`config.mk`:
```
export PLATFORM = sky130hd
export DESIGN_NAME = bcd_timer_core
export DESIGN_NICKNAME = d
export VERILOG_FILES = /design/src/rtl/bcd_timer_core_pkg.sv /design/src/rtl/bcd_timer_core_digit_cnt.sv /design/src/rtl/bcd_timer_core.sv
export SDC_FILE = /design/constraint.sdc
export NUM_CORES = 1
export LEC_CHECK = 0
export CORE_ASPECT_RATIO = 1.5
export CORE_MARGIN = 4
export CORE_UTILIZATION = 40
export CTS_BUF_LIST = sky130_fd_sc_hd__clkbuf_4 sky130_fd_sc_hd__clkbuf_8 sky130_fd_sc_hd__clkbuf_16
export CTS_CLUSTER_SIZE = 14
export DETAILED_ROUTE_END_ITERATION = 8
export GPL_ROUTABILITY_DRIVEN = 0
export GPL_TIMING_DRIVEN = 0
export PLACE_DENSITY = 0.61
export SETUP_SLACK_MARGIN = 0.15
export SLEW_MARGIN = 20
export SYNTH_ARGS = -nofsm -noshare
export SYNTH_HDL_FRONTEND = slang
export SYNTH_HIERARCHICAL = 1
export SYNTH_SLANG_ARGS = --single-unit
```
`constraint.sdc`:
```
create_clock -name clk -period 5 [get_ports clk]
set_clock_uncertainty 0.05 [all_clocks]
set_input_delay 1.5 -clock clk [delete_from_list [all_inputs] [get_ports clk]]
set_output_delay 1.5 -clock clk [all_outputs]
set_load 0.02 [all_outputs]
```
`src/rtl/bcd_timer_core_pkg.sv`:
```
// -----------------------------------------------------------------------------
// packs -- shared types and constants for the MM:SS BCD timer.
//   BCDnumber_t   : one 4-bit BCD digit
//   state_t       : timer FSM states IDLE / RUN / PAUSE / DONE
//   *_MAX         : highest legal value of each digit position
//   bcd_clamp()   : saturates an out-of-range digit to its position maximum
// -----------------------------------------------------------------------------
package packs;

    typedef logic [3:0] BCDnumber_t;

    typedef enum logic [1:0] {
        IDLE  = 2'd0,
        RUN   = 2'd1,
        PAUSE = 2'd2,
        DONE  = 2'd3
    } state_t;

    localparam int unsigned SEC_TENS_MAX = 5;
    localparam int unsigned MIN_TENS_MAX = 5;
    localparam int unsigned UNITS_MAX    = 9;

    function automatic BCDnumber_t bcd_clamp(input BCDnumber_t d, input BCDnumber_t max);
        return (d > max) ? max : d;
    endfunction

endpackage

```
`src/rtl/bcd_timer_core_digit_cnt.sv`:
```
// -----------------------------------------------------------------------------
// bcd_digit_cnt -- one BCD digit of the timer ripple chain.
//   clk, rst_n : clock, synchronous active-low reset (q -> 0)
//   en         : step this digit by one this cycle
//   up         : 1 = increment (wrap MAX->0), 0 = decrement (wrap 0->MAX)
//   load, d    : synchronous parallel load, wins over en
//   q          : current digit value
//   carry      : combinational; high when this step wraps, used as en of the
//                next digit so a carry/borrow ripples within the same cycle
// -----------------------------------------------------------------------------
module bcd_digit_cnt
    import packs::*;
#(
    parameter int unsigned MAX = UNITS_MAX
) (
    input  logic       clk,
    input  logic       rst_n,
    input  logic       en,
    input  logic       up,
    input  logic       load,
    input  BCDnumber_t d,
    output BCDnumber_t q,
    output logic       carry
);

    localparam BCDnumber_t L_MAX = BCDnumber_t'(MAX);

    BCDnumber_t r_q;

    always_ff @(posedge clk) begin
        if (!rst_n) begin
            r_q <= '0;
        end else if (load) begin
            r_q <= d;
        end else if (en) begin
            if (up) begin
                r_q <= (r_q == L_MAX) ? '0 : r_q + 4'd1;
            end else begin
                r_q <= (r_q == '0) ? L_MAX : r_q - 4'd1;
            end
        end
    end

    assign carry = en && !load && (up ? (r_q == L_MAX) : (r_q == '0));
    assign q     = r_q;

endmodule

```
`src/rtl/bcd_timer_core.sv`:
```
// -----------------------------------------------------------------------------
// bcd_timer_core -- MM:SS stopwatch / countdown timer with BCD outputs.
//   clk, rst_n  : clock, synchronous active-low reset
//   tick        : one-cycle prescaler enable; TICK_DIV ticks = one second
//   start_stop  : button level, rising edge starts / pauses / resumes
//   clear       : button level, rising edge returns to IDLE with 00:00
//   preset      : countdown start value {M-tens, M-units, S-tens, S-units}
//   num         : registered current value, same digit order
//   running     : high while in RUN
//   done        : one-cycle pulse on terminal count
// Compile-time option: define TIMER_COUNTDOWN_EN for countdown mode
// (load preset on start, stop in DONE at 00:00); otherwise counts up and
// wraps 59:59 -> 00:00 with a done pulse.
// -----------------------------------------------------------------------------
module bcd_timer_core
    import packs::*;
#(
    parameter int unsigned NRO_DIGITOS = 4,
    parameter int unsigned TICK_DIV    = 1
) (
    input  logic                          clk,
    input  logic                          rst_n,
    input  logic                          tick,
    input  logic                          start_stop,
    input  logic                          clear,
    input  BCDnumber_t [NRO_DIGITOS-1:0]  preset,
    output BCDnumber_t [NRO_DIGITOS-1:0]  num,
    output logic                          running,
    output logic                          done
);

`ifdef TIMER_COUNTDOWN_EN
    localparam bit L_UP = 1'b0;
`else
    localparam bit L_UP = 1'b1;
`endif

    state_t           r_state;
    state_t           w_next_state;
    logic             r_ss_d;
    logic             r_clr_d;
    logic             r_ss_blk;
    logic             r_clr_blk;
    logic             w_ss_edge;
    logic             w_clr_edge;
    logic [7:0]       r_presc;
    logic             w_presc_last;
    logic             w_step;
    logic             w_start;
    logic             w_load;
    logic             w_term;
    logic             w_preset_zero;
    logic             w_done_set;
    logic             r_done;
    BCDnumber_t [3:0] w_load_val;
    BCDnumber_t [3:0] w_q;
    logic [3:0]       w_en;
    logic [3:0]       w_carry;

    // Button edge detection. The edge registers clear on reset; r_*_blk
    // additionally masks a level that was already high during reset until
    // it has been seen low, so a held button does not fire on release.
    always_ff @(posedge clk) begin
        if (!rst_n) begin
            r_ss_d    <= 1'b0;
            r_clr_d   <= 1'b0;
            r_ss_blk  <= start_stop;
            r_clr_blk <= clear;
        end else begin
            r_ss_d    <= start_stop;
            r_clr_d   <= clear;
            r_ss_blk  <= r_ss_blk & start_stop;
            r_clr_blk <= r_clr_blk & clear;
        end
    end

    assign w_ss_edge  = start_stop & ~r_ss_d & ~r_ss_blk;
    assign w_clr_edge = clear & ~r_clr_d & ~r_clr_blk;

    // Priority clear > start_stop > tick: a tick is consumed only when no
    // button edge is acting in the same cycle.
    assign w_start      = w_ss_edge && !w_clr_edge && (r_state == IDLE);
    assign w_presc_last = (r_presc == 8'(TICK_DIV - 1));
    assign w_step       = (r_state == RUN) && tick && !w_clr_edge && !w_ss_edge && w_presc_last;

`ifdef TIMER_COUNTDOWN_EN
    BCDnumber_t [3:0] w_preset_cl;
    logic             w_unused_carry;

    assign w_preset_cl[3]  = bcd_clamp(preset[3], BCDnumber_t'(MIN_TENS_MAX));
    assign w_preset_cl[2]  = bcd_clamp(preset[2], BCDnumber_t'(UNITS_MAX));
    assign w_preset_cl[1]  = bcd_clamp(preset[1], BCDnumber_t'(SEC_TENS_MAX));
    assign w_preset_cl[0]  = bcd_clamp(preset[0], BCDnumber_t'(UNITS_MAX));
    assign w_preset_zero   = (w_preset_cl == '0);
    assign w_load_val      = w_clr_edge ? '0 : w_preset_cl;
    // The decrement from 00:01 is the one that lands on 00:00.
    assign w_term          = w_step && (w_q == 16'h0001);
    assign w_unused_carry  = w_carry[3];
`else
    logic w_unused_preset;

    assign w_preset_zero   = 1'b0;
    assign w_load_val      = '0;
    // Carry out of minutes-tens means 59:59 just wrapped to 00:00.
    assign w_term          = w_carry[3];
    assign w_unused_preset = ^preset;
`endif

    // FSM: state register
    always_ff @(posedge clk) begin
        if (!rst_n) begin
            r_state <= IDLE;
        end else begin
            r_state <= w_next_state;
        end
    end

    // FSM: next state
    always_comb begin
        w_next_state = r_state;
        if (w_clr_edge) begin
            w_next_state = IDLE;
        end else if (w_ss_edge) begin
            unique case (r_state)
                IDLE:    w_next_state = w_preset_zero ? DONE : RUN;
                RUN:     w_next_state = PAUSE;
                PAUSE:   w_next_state = RUN;
                DONE:    w_next_state = DONE;
                default: w_next_state = r_state;
            endcase
        end else if (w_term && !L_UP) begin
            w_next_state = DONE;
        end
    end

    // FSM: outputs and datapath controls
    always_comb begin
        running    = (r_state == RUN);
        w_load     = w_clr_edge || w_start;
        w_done_set = (w_start && w_preset_zero) || w_term;
    end

    // Prescaler: zeroed on clear and on IDLE->RUN, held while paused.
    always_ff @(posedge clk) begin
        if (!rst_n || w_clr_edge || w_start) begin
            r_presc <= '0;
        end else if ((r_state == RUN) && tick && !w_ss_edge) begin
            r_presc <= w_presc_last ? '0 : r_presc + 8'd1;
        end
    end

    always_ff @(posedge clk) begin
        if (!rst_n) begin
            r_done <= 1'b0;
        end else begin
            r_done <= w_done_set;
        end
    end

    assign done = r_done;

    assign w_en = {w_carry[2:0], w_step};

    bcd_digit_cnt #(.MAX(UNITS_MAX)) u_sec_units (
        .clk(clk), .rst_n(rst_n), .en(w_en[0]), .up(L_UP), .load(w_load),
        .d(w_load_val[0]), .q(w_q[0]), .carry(w_carry[0])
    );

    bcd_digit_cnt #(.MAX(SEC_TENS_MAX)) u_sec_tens (
        .clk(clk), .rst_n(rst_n), .en(w_en[1]), .up(L_UP), .load(w_load),
        .d(w_load_val[1]), .q(w_q[1]), .carry(w_carry[1])
    );

    bcd_digit_cnt #(.MAX(UNITS_MAX)) u_min_units (
        .clk(clk), .rst_n(rst_n), .en(w_en[2]), .up(L_UP), .load(w_load),
        .d(w_load_val[2]), .q(w_q[2]), .carry(w_carry[2])
    );

    bcd_digit_cnt #(.MAX(MIN_TENS_MAX)) u_min_tens (
        .clk(clk), .rst_n(rst_n), .en(w_en[3]), .up(L_UP), .load(w_load),
        .d(w_load_val[3]), .q(w_q[3]), .carry(w_carry[3])
    );

    assign num = w_q;

endmodule

```
==> impl_metrics.py <==
metrics = {
    "floorplan": {
        "core_um2": 4890,
        "die-area_um2": 6340,
        "start_util_pct": 41.8,
        "die_x_um": 66.4,
        "dieHeight_um": 95.5,
        "ioPinCount": 39,
        "num_rows": 31,
    },
    "yosys": {
        "synth_compound_area_share_pct": 22.9,
        "yosys_warnings": 6,
        "synth_mux_area_share_pct": 0,
        "synth_area_um2": 2040,
        "synth.avg_cell_area_um2": 8.41,
        "synth_top_family_by_area": "simple AND/OR/NAND/NOR gates",
        "synth-simple-area-share_pct": 29.7,
        "postSynth.asyncResetShare_pct": 0,
        "synth_cells": 243,
        "synthXorXnorAreaFrac_pct": 8.57,
        "synth-seq-cells": 31,
        "yosys.cell_count.top_type": "dfxtp_1",
        "synth_flop_cell": "dfxtp_1",
        "synth_area_leader_cell": "dfxtp_1",
        "synth_edf_count": 0,
        "yosysSeqAreaShare_pct": 30.4,
        "yosys-top-cells-area": "dfxtp_1 (30%), xnor2_1 (5.1%), nand2_1 (3.5%)",
        "synth_adder_area_share_pct": 1.22,
        "synth.top_cell.area_share_pct": 30.4,
        "synth_common_cells": "dfxtp_1 (31), nand2_1 (19), nor2_1 (15), inv_1 (14), xnor2_1 (12)",
        "synth_cell_types": 52,
    },
    "layout": {
        "final_nets": 317,
        "synthToLayoutAreaGrowth_pct": 27.3,
        "antennaDiodeCount": 0,
        "drive_gt1_share_pct": 15.9,
        "final_cell_area_um2": 2600,
        "fin_cells": 361,
    },
    "grt": {
        "gr-total-overflow": 0,
        "grt_usage_pct": 15.1,
        "grt_max_degree": 26,
        "antenna_found_initial": 0,
        "grt_pass1_vias": 1737,
        "grt_pass1_wl_mm": 7.56,
    },
    "clocking": {
        "cts-root-buf": "clkbuf_8",
        "hold_buffers": 0,
        "clockBufferDepth": 2,
        "clk_pin_slew_worst_paths_ns": 0.07,
        "cts_buffers": 5,
        "cts_tree": "done",
        "clk_latency_ns": 0.28,
        "htree_num_levels": 2,
        "cts.sink_count": 31,
    },
    "setup_path": {
        "cp-end-kind": "register",
        "cp-start-kind": "input pin",
        "crit_slowest_cell": "clkdlybuf4s50_1",
        "cp_top_family": "compound AO/OA/AOI/OAI gates",
        "critPathKind": "input pin to register",
        "arrival_ns": 4.80,
        "timing.critical_path.to": "u_min_tens/q[3]",
        "crit_buf_inv": 3,
        "crit_start": "start_stop",
        "worstPathRequired_ns": 5.14,
        "worst-path-max-fanout": 12,
        "cpPeakStageDelay_ns": 0.45,
        "r2r_start": "r_presc[0]",
        "rrSetupSlack_ns": 1.49,
        "rr_endpoint": "u_min_tens/q[3]",
        "cp.depth": 13,
        "reg2reg_depth": 13,
        "path_cells": "clkdlybuf4s50_1 -> or3b_4 -> o31ai_2 -> buf_4 -> clkbuf_1 -> nor2b_2 -> o2111a_2 -> nand2b_1 -> a2111oi_4 -> nor2b_4 -> o2111a_2 -> nand2b_1 -> o41ai_2",
    },
    "sta": {
        "period_share_pct": 93.2,
        "fin_setup_tns_ns": 0,
        "hold_violations": 0,
        "slew_headroom_pct": 44.0,
        "worst_slew_pin_slew_ns": 0.837,
        "hold_ws_ns": 0.429,
        "maxSlewViolCount": 0,
        "setup_viol": 0,
        "rsz0062_at_grt": "false",
        "fin_crit_ns": 4.66,
        "fmax_mhz": 215,
    },
    "placed_design": {
        "io_buffers": 22,
        "numPlacedInstances": 350,
        "dpl.hpwl_mm": 3.29,
        "place_area_um2": 2430,
    },
    "min_path": {
        "hp-class": "register to register",
        "min-delay-start": "r_clr_blk",
    },
    "drt": {
        "totalWireLength_mm": 4.48,
        "drtPass1Iterations": 4,
        "drt_iter0_markers": 59,
        "via_per_inst": 5.16,
        "wl_per_cell_um": 12.4,
        "drc_errors": 0,
        "ant_nets": 0,
        "vias": 1862,
    },
    "power": {
        "p_leak_nw": 0.957,
        "irDropWorstVdd_uv": 163,
        "powerDensity_nw_per_um2": 272,
    },
    "job": {
        "drv_cap": 0,
    },
    "outcome": {
        "status": "finished, final reports clean",
    },
}
==> flip-flops by register name, summed over array words and instances, names as in the netlist <==
| name | flops |
|---|---|
| r_ss_blk | 1 |
| r_state | 2 |
| r_ss_d | 1 |
| r_clr_d | 1 |
| u_min_units/q | 4 |
| u_min_tens/q | 4 |
| r_clr_blk | 1 |
| done | 1 |
| u_sec_units/q | 4 |
| r_presc | 8 |
| u_sec_tens/q | 4 |
==> placed cells by master (no fill, tap or decap), drive strengths merged, types with 4 or more instances in the layout <==
cell type       n
buf            14
xnor2          12
nor2b           4
inv            14
a21oi          11
xor2            8
conb           20
clkbuf          8
nand3           6
and2            7
or3             8
nor3b           4
and3            4
o21ai           6
nor4            5
nor3            9
a21boi          4
o211ai          6
nor2           15
a31oi           6
dfxtp          31
a21o            4
o31ai           4
nand2b          6
clkdlybuf4s50  22
nand2          19
==> layer usage <==
layer	up-vias	wire (um)	track usage [%]
met5	-	0	0
met4	0	49	4.58
met3	4	123	3.30
met2	30	2370	27.9
met1	869	1930	16.9
li1	959	-	-
==> area by class of cell <==
class	count	area (um2)
clock inverter	2	35.0
multi-input combinational	204	1390
clock buffer	6	82.6
timing repair buffer	26	250
fill	507	2290
tap	66	82.6
inverter	14	52.6
buffer	12	87.6
sequential	31	621
==> cell families (layout without fill, tap and decap cells) <==
family / after synthesis / in the layout
other: 2 / 20
adders and majority gates: 2 / 2
xor gates and xnor gates: 20 / 20
AOI/OAI and AO/OA: 60 / 60
and+or+nand+nor: 102 / 102
DFF: 31 / 31
buffers and inverters: 26 / 60
==> worst min-delay path, cell delays in order (launching register included) <==
cell	delay [ns]
dfxtp_1	0.31
inv_1	0.05
a21boi_0	0.07
==> per-stage QoR <==
step | worst slack [ns] | power [W] | utilization (%)
2_1_floorplan | 0.494 | 0.000395 | -
3_3_place_gp | -0.885 | 0.000444 | 49.4
3_5_place_dp | -0.718 | 0.000446 | 49.6
4_1_cts | 0.199 | 0.000712 | 52.6
5_1_grt | 0.120 | 0.000744 | 53.2
6_report | 0.340 | 0.000706 | 53.2
==> power breakdown <==
group          switching, W  internal, W  leakage [nW]
clock network     0.0000995     0.000161        0.0612
logic             0.0000869    0.0000762         0.641
registers         0.0000205     0.000262         0.254
==> how the worst min path moves through the flow <==
| stage | slack (ns) | cells past startpoint | to |
|---|---|---|---|
| final | 0.43 | 2 | r_clr_blk |
| after CTS | 0.44 | 2 | r_clr_blk |
| after detailed placement | 0.43 | 2 | r_clr_blk |
| after floorplan | 0.38 | 2 | r_clr_blk |
| after global routing | 0.47 | 2 | r_ss_blk |
| after global placement | 0.39 | 2 | r_clr_blk |
==> repair_timing <==
action | 4_1_cts | 5_1_grt
setup endpoints to repair | 5 | 3
buffers inserted | 1 | 2
gates resized for setup | 6 | 3
pin swaps | 1 | 0
(Power assumes the default switching activity.)
